## config.mk

```make
export PLATFORM = sky130hd
export DESIGN_NAME = maprom_reset_timer
export DESIGN_NICKNAME = d
export VERILOG_FILES = /design/src/rtl/maprom_pkg.sv /design/src/rtl/sync_debounce.sv /design/src/rtl/maprom_reset_timer.sv
export SDC_FILE = /design/constraint.sdc
export NUM_CORES = 1
export LEC_CHECK = 0
export CAP_MARGIN = 15
export CORE_MARGIN = 5
export CORE_UTILIZATION = 30
export CTS_CLUSTER_DIAMETER = 150
export DETAILED_ROUTE_END_ITERATION = 6
export SLEW_MARGIN = 15
export SYNTH_ARGS = -nofsm -noshare
export SYNTH_HDL_FRONTEND = slang
export SYNTH_SLANG_ARGS = --single-unit
```

## constraint.sdc

```tcl
create_clock -name CLK -period 4.95 [get_ports CLK]
set_input_delay 0.99 -clock CLK [delete_from_list [all_inputs] [get_ports CLK]]
set_output_delay 0.99 -clock CLK [all_outputs]
set_load 0.005 [all_outputs]
```

## src/rtl/maprom_pkg.sv

```systemverilog
`timescale 1ns/1ps
`default_nettype none
// ============================================================================
// maprom_pkg
// Shared FSM states, hold-level encodings and default timing constants for
// the maprom reset timer.
// Revision: 1.0
// ============================================================================
package maprom_pkg;

   typedef enum logic [1:0] {
      ST_WAIT_HIGH = 2'd0,
      ST_IDLE      = 2'd1,
      ST_HELD      = 2'd2,
      ST_PULSE     = 2'd3
   } state_t;

   localparam logic [1:0] LVL_NONE = 2'd0;
   localparam logic [1:0] LVL_OFF  = 2'd1;
   localparam logic [1:0] LVL_RST  = 2'd2;

   localparam int DEF_TICK_CYCLES  = 709379;
   localparam int DEF_OFF_TICKS    = 30;
   localparam int DEF_RST_TICKS    = 60;
   localparam int DEF_DEBOUNCE     = 16;
   localparam int DEF_PULSE_CYCLES = 4;

endpackage
`default_nettype wire

```

## src/rtl/sync_debounce.sv

```systemverilog
`timescale 1ns/1ps
`default_nettype none
// ============================================================================
// sync_debounce
// Two-flop synchroniser plus debounce counter for an active-low line; the
// level and synchroniser reset to 1. o_valid marks the end of the post-reset
// settling window.
// Revision: 1.0
// ============================================================================
module sync_debounce #(
   parameter int DEBOUNCE = 16
) (
   input  logic clk,
   input  logic rst,
   input  logic i_async_n,
   output logic o_level,
   output logic o_valid
);

   localparam int              c_cw        = $clog2(DEBOUNCE + 4);
   localparam logic [c_cw-1:0] c_db_last   = c_cw'(DEBOUNCE - 1);
   localparam logic [c_cw-1:0] c_warm_done = c_cw'(DEBOUNCE + 3);

   logic            r_sync1;
   logic            r_sync2;
   logic            r_level;
   logic [c_cw-1:0] r_cnt;
   logic [c_cw-1:0] r_warm;

   always_ff @(posedge clk) begin
      if (rst) begin
         r_sync1 <= 1'b1;
         r_sync2 <= 1'b1;
         r_level <= 1'b1;
         r_cnt   <= '0;
         r_warm  <= '0;
      end else begin
         r_sync1 <= i_async_n;
         r_sync2 <= r_sync1;
         if (r_sync2 == r_level) begin
            r_cnt <= '0;
         end else if (r_cnt == c_db_last) begin
            r_level <= r_sync2;
            r_cnt   <= '0;
         end else begin
            r_cnt <= r_cnt + 1'b1;
         end
         // Settling window: the reset value of r_level says nothing about the pin.
         if (r_warm != c_warm_done) begin
            r_warm <= r_warm + 1'b1;
         end
      end
   end

   assign o_level = r_level;
   assign o_valid = (r_warm == c_warm_done);

endmodule
`default_nettype wire

```

## src/rtl/maprom_reset_timer.sv

```systemverilog
`timescale 1ns/1ps
`default_nettype none
// ============================================================================
// maprom_reset_timer
// Times how long the Amiga reset line is held and pulses the maprom disable /
// clear outputs on release. Optional blink LED: MAPROM_HOLD_LED_EN.
// Revision: 1.0
// ============================================================================
module maprom_reset_timer
   import maprom_pkg::*;
#(
   parameter int TICK_CYCLES  = DEF_TICK_CYCLES,
   parameter int OFF_TICKS    = DEF_OFF_TICKS,
   parameter int RST_TICKS    = DEF_RST_TICKS,
   parameter int DEBOUNCE     = DEF_DEBOUNCE,
   parameter int PULSE_CYCLES = DEF_PULSE_CYCLES
) (
   input  logic       CLK,
   input  logic       RST,
   input  logic       _RST,
   output logic       rst_maprom_off,
   output logic       rst_maprom_rst,
   output logic [1:0] hold_level
`ifdef MAPROM_HOLD_LED_EN
   ,
   output logic       led
`endif
);

   localparam int              c_pw         = (TICK_CYCLES > 1) ? $clog2(TICK_CYCLES) : 1;
   localparam int              c_tw         = $clog2(RST_TICKS + 1);
   localparam int              c_qw         = (PULSE_CYCLES > 1) ? $clog2(PULSE_CYCLES) : 1;
   localparam logic [c_pw-1:0] c_presc_last = c_pw'(TICK_CYCLES - 1);
   localparam logic [c_tw-1:0] c_off_ticks  = c_tw'(OFF_TICKS);
   localparam logic [c_tw-1:0] c_rst_ticks  = c_tw'(RST_TICKS);
   localparam logic [c_qw-1:0] c_pulse_last = c_qw'(PULSE_CYCLES - 1);

   logic            w_rst_n_db;
   logic            w_db_valid;
   logic            w_tick;
   logic            w_enter_held;
   state_t          r_state;
   state_t          w_state_nxt;
   logic [c_pw-1:0] r_presc;
   logic [c_tw-1:0] r_ticks;
   logic [c_tw-1:0] w_ticks_nxt;
   logic [c_qw-1:0] r_pulse_cnt;
   logic            r_sel_rst;
   logic            w_off_nxt;
   logic            w_rst_nxt;
   logic [1:0]      w_lvl_nxt;
   logic            r_off;
   logic            r_rst;
   logic [1:0]      r_lvl;

   sync_debounce #(
      .DEBOUNCE (DEBOUNCE)
   ) u_sync_debounce (
      .clk       (CLK),
      .rst       (RST),
      .i_async_n (_RST),
      .o_level   (w_rst_n_db),
      .o_valid   (w_db_valid)
   );

   assign w_tick       = (r_presc == c_presc_last);
   assign w_enter_held = (r_state == ST_IDLE) && (w_state_nxt == ST_HELD);

   always_ff @(posedge CLK) begin
      if (RST) begin
         r_state <= ST_WAIT_HIGH;
      end else begin
         r_state <= w_state_nxt;
      end
   end

   always_comb begin
      w_state_nxt = r_state;
      case (r_state)
         // A line already low at reset must go high before any hold counts.
         ST_WAIT_HIGH: if (w_db_valid && w_rst_n_db) w_state_nxt = ST_IDLE;
         ST_IDLE:      if (!w_rst_n_db) w_state_nxt = ST_HELD;
         ST_HELD:      if (w_rst_n_db) w_state_nxt = (r_ticks >= c_off_ticks) ? ST_PULSE : ST_IDLE;
         ST_PULSE:     if (r_pulse_cnt == c_pulse_last) w_state_nxt = ST_IDLE;
         default:      w_state_nxt = ST_WAIT_HIGH;
      endcase
   end

   // A tick landing on the release cycle is not counted.
   always_comb begin
      w_ticks_nxt = r_ticks;
      if (r_state != ST_HELD) begin
         w_ticks_nxt = '0;
      end else if ((w_state_nxt == ST_HELD) && w_tick && (r_ticks < c_rst_ticks)) begin
         w_ticks_nxt = r_ticks + 1'b1;
      end
   end

   always_comb begin
      w_off_nxt = (w_state_nxt == ST_PULSE);
      w_rst_nxt = 1'b0;
      w_lvl_nxt = LVL_NONE;
      if (w_state_nxt == ST_PULSE) begin
         w_rst_nxt = (r_state == ST_HELD) ? (r_ticks >= c_rst_ticks) : r_sel_rst;
      end
      if (w_state_nxt == ST_HELD) begin
         if (w_ticks_nxt >= c_rst_ticks) begin
            w_lvl_nxt = LVL_RST;
         end else if (w_ticks_nxt >= c_off_ticks) begin
            w_lvl_nxt = LVL_OFF;
         end
      end
   end

   always_ff @(posedge CLK) begin
      if (RST) begin
         r_presc     <= '0;
         r_ticks     <= '0;
         r_pulse_cnt <= '0;
         r_sel_rst   <= 1'b0;
         r_off       <= 1'b0;
         r_rst       <= 1'b0;
         r_lvl       <= LVL_NONE;
      end else begin
         if (w_enter_held || w_tick) begin
            r_presc <= '0;
         end else begin
            r_presc <= r_presc + 1'b1;
         end
         r_ticks <= w_ticks_nxt;
         if (r_state == ST_PULSE) begin
            r_pulse_cnt <= r_pulse_cnt + 1'b1;
         end else begin
            r_pulse_cnt <= '0;
         end
         if (r_state == ST_HELD) begin
            r_sel_rst <= (r_ticks >= c_rst_ticks);
         end
         r_off <= w_off_nxt;
         r_rst <= w_rst_nxt;
         r_lvl <= w_lvl_nxt;
      end
   end

   assign rst_maprom_off = r_off;
   assign rst_maprom_rst = r_rst;
   assign hold_level     = r_lvl;

`ifdef MAPROM_HOLD_LED_EN
   logic       r_led;
   logic [1:0] r_blink;

   always_ff @(posedge CLK) begin
      if (RST || (w_state_nxt != ST_HELD)) begin
         r_led   <= 1'b0;
         r_blink <= '0;
      end else if (w_lvl_nxt == LVL_NONE) begin
         r_led <= 1'b1;
      end else if (w_tick) begin
         if (w_lvl_nxt == LVL_RST) begin
            r_led <= ~r_led;
         end else begin
            r_blink <= r_blink + 1'b1;
            if (r_blink == 2'd3) begin
               r_led <= ~r_led;
            end
         end
      end
   end

   assign led = r_led;
`endif

endmodule
`default_nettype wire

```

Word-level counts from Yosys, hierarchy flattened
Cells that the tools add are included.

word-level totals
  bits in registers = 48
  latch bits = 0
  RAM bits = 0
  bits in read-only memories = 0
  input port bits = 3
  output and inout bits = 4
  logic and storage cells = 64
  memories kept = 0

operators by class
  add/sub/neg operators = 5
  multipliers = 0
  div/mod/pow operators = 0
  $lt $le $gt $ge = 5
  eq/ne operators = 12
  shifts and indexed selects = 0
  mux-type cells = 11
  bitwise operators = 4
  reduce and logical (&&, ||, !) cells = 13

operator list
  operator                                                               number
  20-bit by 1-bit adder with 20-bit output, second input constant        1
  20-bit equality test, second input constant                            1
  6-bit by 5-bit >= comparator with 1-bit output, second input constant  2
  6-bit >= comparator, second input constant                             2
  2-bit 2-to-1 mux                                                       6
  6-bit 2-to-1 mux                                                       2
  5-bit by 1-bit adder with 5-bit output, second input constant          2
  2-bit equality test, second input constant                             5
  2-bit one-hot mux with 4 select lines                                  1
  2-bit OR reduction                                                     4
  6-bit by 1-bit adder with 6-bit output, second input constant          1
  6-bit < comparator, second input constant                              1
  3-bit OR reduction                                                     2
  5-bit by 4-bit equality test with 1-bit output, second input constant  1
  5-bit equality test, second input constant                             1
  5-bit inequality test, second input constant                           1
  1-bit logical AND                                                      4
  1-bit inverter                                                         4
  2-bit by 1-bit adder with 2-bit output, second input constant          1
  2-bit by 1-bit equality test with 1-bit output, second input constant  1
  2-bit zero test                                                        1
  1-bit 2-to-1 mux                                                       2
  2-bit inequality test, second input constant                           1
  2-bit AND reduction                                                    1
  other kinds (2)                                                        2

Logic depth before layout (Yosys ltp)
Gate-level depths: netlist of the first run.

  depth in word-level cells = 12
  gate-level depth with buffers = 9

By module
Synthesis of the first run repeated with hierarchy kept, for this count alone.

unflattened totals
  cells, all modules = 226
  area, all modules = 2099.5 µm²

modules (own cells, without submodules)
  module              times used  cells each  area each (µm²)  sequential area each (µm²)
  maprom_reset_timer  1           178         1594.0           700.7
  sync_debounce       1           48          505.5            260.2

Worst setup path before layout of the first run
No wires, ideal clock.

  path kind = reg2reg
  start point = register r_presc[16]
  end point = register r_lvl[0] (netlist: hold_level[0])
  library setup time = 0.072 ns
  arrival time = 1.754 ns
  required time = 4.878 ns
  slack = 3.124 ns
  stages on the path, launching flop included = 8
  path through = dfxtp_1 and4bb_1 nand4_2 nor4_4 nand4_1 xor2_1 nor3_2 mux2i_1

on the way
  cells in the longest elaborated chain, start to end = 7

RTL lines
  element                                                                                       RTL line                                              source
  start, declared                                                                               maprom_reset_timer.sv:44                              logic [c_pw-1:0] r_presc;
  start signal, assigned                                                                        maprom_reset_timer.sv:128                             r_presc <= r_presc + 1'b1;
  20-bit equality test (*)                                                                      maprom_reset_timer.sv:66                              assign w_tick = (r_presc == c_presc_last);
  1-bit logical AND (*) (2 in series)                                                           maprom_reset_timer.sv:94                              end else if ((w_state_nxt == ST_HELD) && w_tick && (r_ticks < c_rst_ticks)) begin
  6-bit 2-to-1 mux (*)                                                                          maprom_reset_timer.sv:94
  6-bit 2-to-1 mux (*)                                                                          maprom_reset_timer.sv:92                              if (r_state != ST_HELD) begin
  6-bit >= comparator / 6-bit by 5-bit >= comparator with 1-bit output (equally long branches)  maprom_reset_timer.sv:107, maprom_reset_timer.sv:109
  3-bit OR reduction (no source line) / 1-bit 2-to-1 mux (equally long branches)                --
  end signal, assigned                                                                          maprom_reset_timer.sv:141                             r_lvl <= w_lvl_nxt;
  end, declared                                                                                 maprom_reset_timer.sv:54                              logic [1:0] r_lvl;

Every way passes the cells marked *; elsewhere a longest branch is shown, timed or not.
A chain may end at the register's enable or synchronous reset.

Worst setup path after layout of the first run
  start point = input RST
  end point = register r_lvl[0] (netlist: hold_level[0])

on the way
  cells in the longest elaborated chain, start to end = 1

RTL lines
  element                              RTL line                  source
  start, declared                      maprom_reset_timer.sv:19  input logic RST,
  3-bit OR reduction (no source line)  --

No other way between the ends.

==> results.sh, run 1 <==
export IMPL_status="finished, final reports clean"
export IMPL_cts_sinks=48
export IMPL_cts_setup_buffers=0
export IMPL_timing_final_ws_setup_ns=2.58
export IMPL_place_congestion=0.809
export IMPL_cp_required_ns=5.19
export IMPL_cpMaxStageDelayCell="clkdlybuf4s50_1"
export IMPL_placedCellCount=317
export IMPL_ys_async_sr_fraction=0
export IMPL_die_h_um=93.6
export IMPL_synthesis_area_um2=2090
export IMPL_slew_headroom=0.555
export IMPL_fp_dieW_um=93.6
export IMPL_synth_edf_count=0
export IMPL_worstRegToRegCells=7
export IMPL_remaining_drc_errors=0
export IMPL_synthCells=218
export IMPL_clock_latency_ns=0.30
export IMPL_synth_fp_nets=229
export IMPL_ys_types=42
export IMPL_maxSlewViolCount=0
export IMPL_power_leakage_nw=0.844
export IMPL_power_density_nw_per_um2=298
export IMPL_drt_pass1_iterations=4
export IMPL_clock_skew_ns=0.0115
export IMPL_grt_max_degree=21
export IMPL_hold_path_class="flip-flop to flip-flop"
export IMPL_cp_data_arrival_time_ns=2.60
export IMPL_postLayoutCellArea_um2=2380
export IMPL_hold_viol_final=0
export IMPL_ant_nets=0
export IMPL_start_util=0.308
export IMPL_core_region_area_um2=6790
export IMPL_grt_first_pass_wirelength_um=5820
export IMPL_maxCapViolCount=0
export IMPL_cts_tree="done"
export IMPL_grt_use_total=0.0828
export IMPL_worstSetupStartpoint="RST"
export IMPL_finalNonFillerCells=325
export IMPL_clock_path_buffers=2
export IMPL_cp_start_kind="input port"
export IMPL_vias=1435
export IMPL_syn_avg_cell_area_um2=9.61
export IMPL_critPathTopFamily="buffers and inverters"
export IMPL_post_route_period_util=0.478
export IMPL_vdd_drop_max_v=0.000136
export IMPL_tightest_slew_ns=0.665
export IMPL_num_rows=30
export IMPL_cts_hold_buffers=0
export IMPL_crit_chain="clkdlybuf4s50_1, nor3b_1, nand4_1, mux2i_1"
export IMPL_io_buffers=6
export IMPL_final_nets=239
export IMPL_overflow=0
export IMPL_hold_ws_ns=0.414
export IMPL_vias_per_cell=4.42
export IMPL_cts_buffers=5
export IMPL_r2r_end="hold_level[0]"
export IMPL_drive_above_1_share=0.114
export IMPL_cts_resized=0
export IMPL_die_area_um2=8750
export IMPL_hold_depth=1
export IMPL_clk_pin_slew_ns=0.09
export IMPL_yosysSeqAreaShare=0.459
export IMPL_io_pins=7
export IMPL_rsz0062_at_grt="no"
export IMPL_first_iter_violations=55
export IMPL_fmax_mhz=423
export IMPL_ys_warn_count=0
export IMPL_fin_setup_tns_ns=0
export IMPL_reg2reg_slack_ns=2.82
export IMPL_placed_cell_area_um2=2260
export IMPL_post_route_util=0.351
export IMPL_num_antenna_cells=0
export IMPL_clockRootBuffer="clkbuf_8"
export IMPL_wl_um=3350
export IMPL_place_hpwl_um=2370
export IMPL_fillers=706
export IMPL_r2r_start="r_presc[5]"
export IMPL_path_class="input port to flip-flop"
export IMPL_grt_antenna_before_repair=0
export IMPL_grt_pass1_vias=1316
export IMPL_setup_viol=0
export IMPL_hold_start="u_sync_debounce.r_sync1"
export IMPL_holdPathEnd="u_sync_debounce.r_sync2"
export IMPL_area_growth_syn_to_layout_pct=13.8
export IMPL_dp_slack_ns=2.22
export IMPL_power_uw=711
export IMPL_htreeDepth=2
export IMPL_cp_slowest_stage_delay_ns=0.75
export IMPL_path_max_fanout=20
export IMPL_endpoint_kind="flip-flop"
export IMPL_min_period_ns=2.37
export IMPL_routedWlPerCell_um=10.3
export IMPL_ys_flop_type="dfxtp_1"
export IMPL_path_buf_inv=1
export IMPL_ys_ff_latch=48
[Yosys cell counts, types with 2 or more instances]
master / n / area share
a21oi_1: 2 / 0.0048
and3_1: 3 / 0.0090
clkbuf_1: 3 / 0.0054
dfxtp_1: 48 / 0.46
ha_1: 8 / 0.048
inv_1: 5 / 0.0090
mux2i_1: 3 / 0.014
nand2_1: 13 / 0.023
nand3_1: 11 / 0.026
nand4_1: 8 / 0.024
nor2_1: 42 / 0.075
nor2b_1: 5 / 0.015
nor3_1: 4 / 0.0096
nor3_2: 2 / 0.0096
nor3b_1: 3 / 0.011
nor4_1: 2 / 0.0060
o21ai_0: 2 / 0.0048
or2_2: 2 / 0.0060
or2b_2: 2 / 0.0084
or3_1: 3 / 0.0090
xnor2_1: 9 / 0.038
xor2_1: 18 / 0.075
[layer usage]
metal  vias to the layer above  track usage  part of all wire
li1                        764            -                 -
met1                       656        0.106              0.52
met2                        12        0.127              0.44
met3                         3       0.0362             0.040
met4                         0       0.0229            0.0087
met5                         -            0                 0
[flip-flops by register name, summed over array words and instances (netlist names)]
register                 count
rst_maprom_off               1
r_state                      2
hold_level                   2
u_sync_debounce.o_level      1
u_sync_debounce.r_sync2      1
r_sel_rst                    1
r_ticks                      6
u_sync_debounce.r_warm       5
r_pulse_cnt                  2
rst_maprom_rst               1
u_sync_debounce.r_sync1      1
r_presc                     20
u_sync_debounce.r_cnt        5
[worst reg2reg max path, cell delays in order (launching register included)]
cell     delay (ns)
dfxtp_1        0.34
nor4_1         0.32
nand4_1        0.25
nor4_4         0.33
nand4_1        0.16
xor2_1         0.20
nor3_2         0.25
mux2i_1        0.21
[layout make-up]
| type | count | area [µm²] | area share |
|---|---|---|---|
| Multi-Input combinational cell | 161 | 1090 | 0.459 |
| Sequential cell | 48 | 961 | 0.403 |
| Tap cell | 96 | 120 | 0.0504 |
| Clock buffer | 6 | 82.6 | 0.0346 |
| Timing Repair Buffer | 7 | 67.6 | 0.0283 |
| Clock inverter | 2 | 38.8 | 0.0163 |
| Inverter | 5 | 18.8 | 0.00787 |
[cell usage in the layout, fill, tap and decap left out, types with 2 or more instances in the layout]
master and n:
dfxtp_1 48, nor2_1 42, xor2_1 18, nand2_1 13
nand3_1 11, xnor2_1 9, nand4_1 8, ha_1 8
clkbuf_8 6, clkdlybuf4s50_1 6, inv_1 5, nor2b_1 5
nor3_1 4, and3_1 3, or3_1 3, nor3b_1 3
mux2i_1 3, nor3_2 2, or2b_2 2, nor4_1 2
or2_2 2, o21ai_0 2, a21oi_1 2
[worst max path at each step]
stage | end | slack [ns] | depth (start not counted)
6_report | hold_level[0] | 2.58 | 4
3_3_place_gp | hold_level[0] | 2.32 | 4
4_1_cts | hold_level[0] | 2.55 | 4
3_5_place_dp | hold_level[0] | 2.22 | 4
5_1_grt | hold_level[0] | 2.46 | 4
2_1_floorplan | hold_level[0] | 3.12 | 7
[power by group]
group          switching, mW  internal, mW
Combinational        0.00997       0.00800
Clock                  0.132         0.165
Sequential           0.00482         0.391
[cells by family (layout without fill, tap and decap cells)]
kind of cell    count (synthesis)  count (layout)  synth area share
simple gates                  111             111             0.290
flops                          48              48             0.459
xor+xnor                       27              27             0.113
compound gates                 12              12            0.0550
buf+inv                         9              20            0.0209
fa+ha+maj                       8               8            0.0478
mux                             3               3            0.0143
No activity file was read; power rests on OpenSTA's default activity.
==> inputs of run 2 (changes only) <==
Clock period 4.95 ns to 2.37 ns, I/O delays scaled along.
==> results.sh, run 2 (synthesis results as in run 1) <==
export IMPL_reg_top3="r_presc: 20 flops, r_ticks: 6 flops"
export IMPL_clockRootBuffer="clkbuf_8"
export IMPL_vias=1477
export IMPL_grt_use_total=0.0907
export IMPL_p_sw_uw=324
export IMPL_core_region_area_um2=6790
export IMPL_final_common_cell="dfxtp_1"
export IMPL_grt_pass1_vias=1443
export IMPL_final_cell_mix="dfxtp_1, nor2_1, xor2_1, nand2_1, nand3_1"
export IMPL_die_h_um=93.6
export IMPL_htreeDepth=2
export IMPL_io_pins=7
export IMPL_num_rows=30
export IMPL_internal_power_mw=1.04
export IMPL_clk_pin_slew_ns=0.10
export IMPL_hold_ws_ns=0.423
export IMPL_slew_headroom=0.699
export IMPL_min_period_ns=2.01
export IMPL_clock_path_buffers=2
export IMPL_drt_pass1_iterations=4
export IMPL_cts_tree="done"
export IMPL_place_hpwl_um=2520
export IMPL_cts_hold_buffers=0
export IMPL_ant_nets=0
export IMPL_power_density_nw_per_um2=572
export IMPL_start_util=0.308
export IMPL_rsz0062_at_grt="no"
export IMPL_num_antenna_cells=0
export IMPL_fin_setup_tns_ns=0
export IMPL_power_share_sequential=0.605
export IMPL_overflow=0
export IMPL_vdd_drop_max_v=0.000227
export IMPL_wl_um=3480
export IMPL_maxSlewViolCount=0
export IMPL_area_growth_syn_to_layout_pct=14.2
export IMPL_setup_viol=0
export IMPL_first_iter_violations=43
export IMPL_status="finished, final reports clean"
export IMPL_routedWlPerCell_um=10.6
export IMPL_cts_sinks=48
export IMPL_pwr_share_clk=0.366
export IMPL_power_mw=1.37
export IMPL_drive_above_1_share=0.132
export IMPL_power_leakage_nw=0.847
export IMPL_grt_antenna_before_repair=0
export IMPL_cts_buffers=5
export IMPL_placed_cell_area_um2=2300
export IMPL_fmax_mhz=496
export IMPL_clock_skew_ns=0.0130
export IMPL_cts_resized=0
export IMPL_io_buffers=6
export IMPL_pwr_share_comb=0.029
export IMPL_cp_data_arrival_time_ns=2.26
export IMPL_place_congestion=0.862
export IMPL_post_route_period_util=0.850
export IMPL_cp_required_ns=2.62
export IMPL_fillers=684
export IMPL_netSwitchingFraction=0.237
export IMPL_grt_max_degree=21
export IMPL_die_area_um2=8750
export IMPL_maxCapViolCount=0
export IMPL_clock_latency_ns=0.31
export IMPL_path_max_fanout=3
export IMPL_tightest_slew_ns=0.449
export IMPL_reg2reg_slack_ns=0.36
export IMPL_grt_first_pass_wirelength_um=6410
export IMPL_hold_path_class="flip-flop to flip-flop"
export IMPL_postLayoutCellArea_um2=2390
export IMPL_vias_per_cell=4.48
export IMPL_top_register="r_presc"
export IMPL_path_class="flip-flop to flip-flop"
export IMPL_hold_viol_final=0
export IMPL_final_nets=244
export IMPL_largest_register_ffs=20
export IMPL_fp_dieW_um=93.6
export IMPL_cp_start_kind="flip-flop"
export IMPL_cts_setup_buffers=0
export IMPL_endpoint_kind="flip-flop"
export IMPL_remaining_drc_errors=0
[run 2: layout make-up]
cell class	count	area [µm²]	share of cell area
clock inverter	3	23.8	0.00994
inverter	5	18.8	0.00785
multi-input combinational	161	1090	0.458
clock buffer	5	68.8	0.0288
timing repair buffer	12	105	0.0439
tap	96	120	0.0502
sequential	48	961	0.402
[run 2: path summary, 6_finish.rpt]
kind	end	depth (start not counted)	startpoint
setup reg to reg	hold_level[0]	7	r_presc[5]
hold / removal	u_sync_debounce.r_sync2	1	u_sync_debounce.r_sync1
setup / recovery	hold_level[0]	7	r_presc[5]
hold reg to reg	u_sync_debounce.r_sync2	1	u_sync_debounce.r_sync1
[run 2: routing by layer]
layer	up-vias	global-route usage	wire [µm]	part of all wire
met1	686	0.118	1770	0.51
met5	-	0	0	0
met4	0	0.0289	46	0.013
li1	770	-	-	-
met3	7	0.0338	115	0.033
met2	14	0.139	1550	0.45
[run 2: critical path, stage by stage, from the launching register on]
cell and delay [ns]:
dfxtp_1 0.34, nor4_1 0.29, nand4_1 0.23, nor4_4 0.32, nand4_1 0.15, xor2_1 0.18
nor3_2 0.23, mux2i_1 0.20
[run 2: power groups by stage]
stage,registers (mW),logic (mW),clock network [mW]
floorplan,0.844,0.0293,0
global placement,0.847,0.0401,0
detailed placement,0.847,0.0407,0
CTS,0.828,0.0411,0.517
global route,0.830,0.0465,0.551
finish,0.828,0.0396,0.502
[run 2: metrics by stage]
stage,util,std cells,setup WS [ns]
final,0.352,330,0.355
after global routing,0.352,330,0.138
after CTS,0.352,330,0.344
after detailed placement,0.338,322,0.377
after global placement,0.338,322,0.381
after floorplan,-,218,0.544
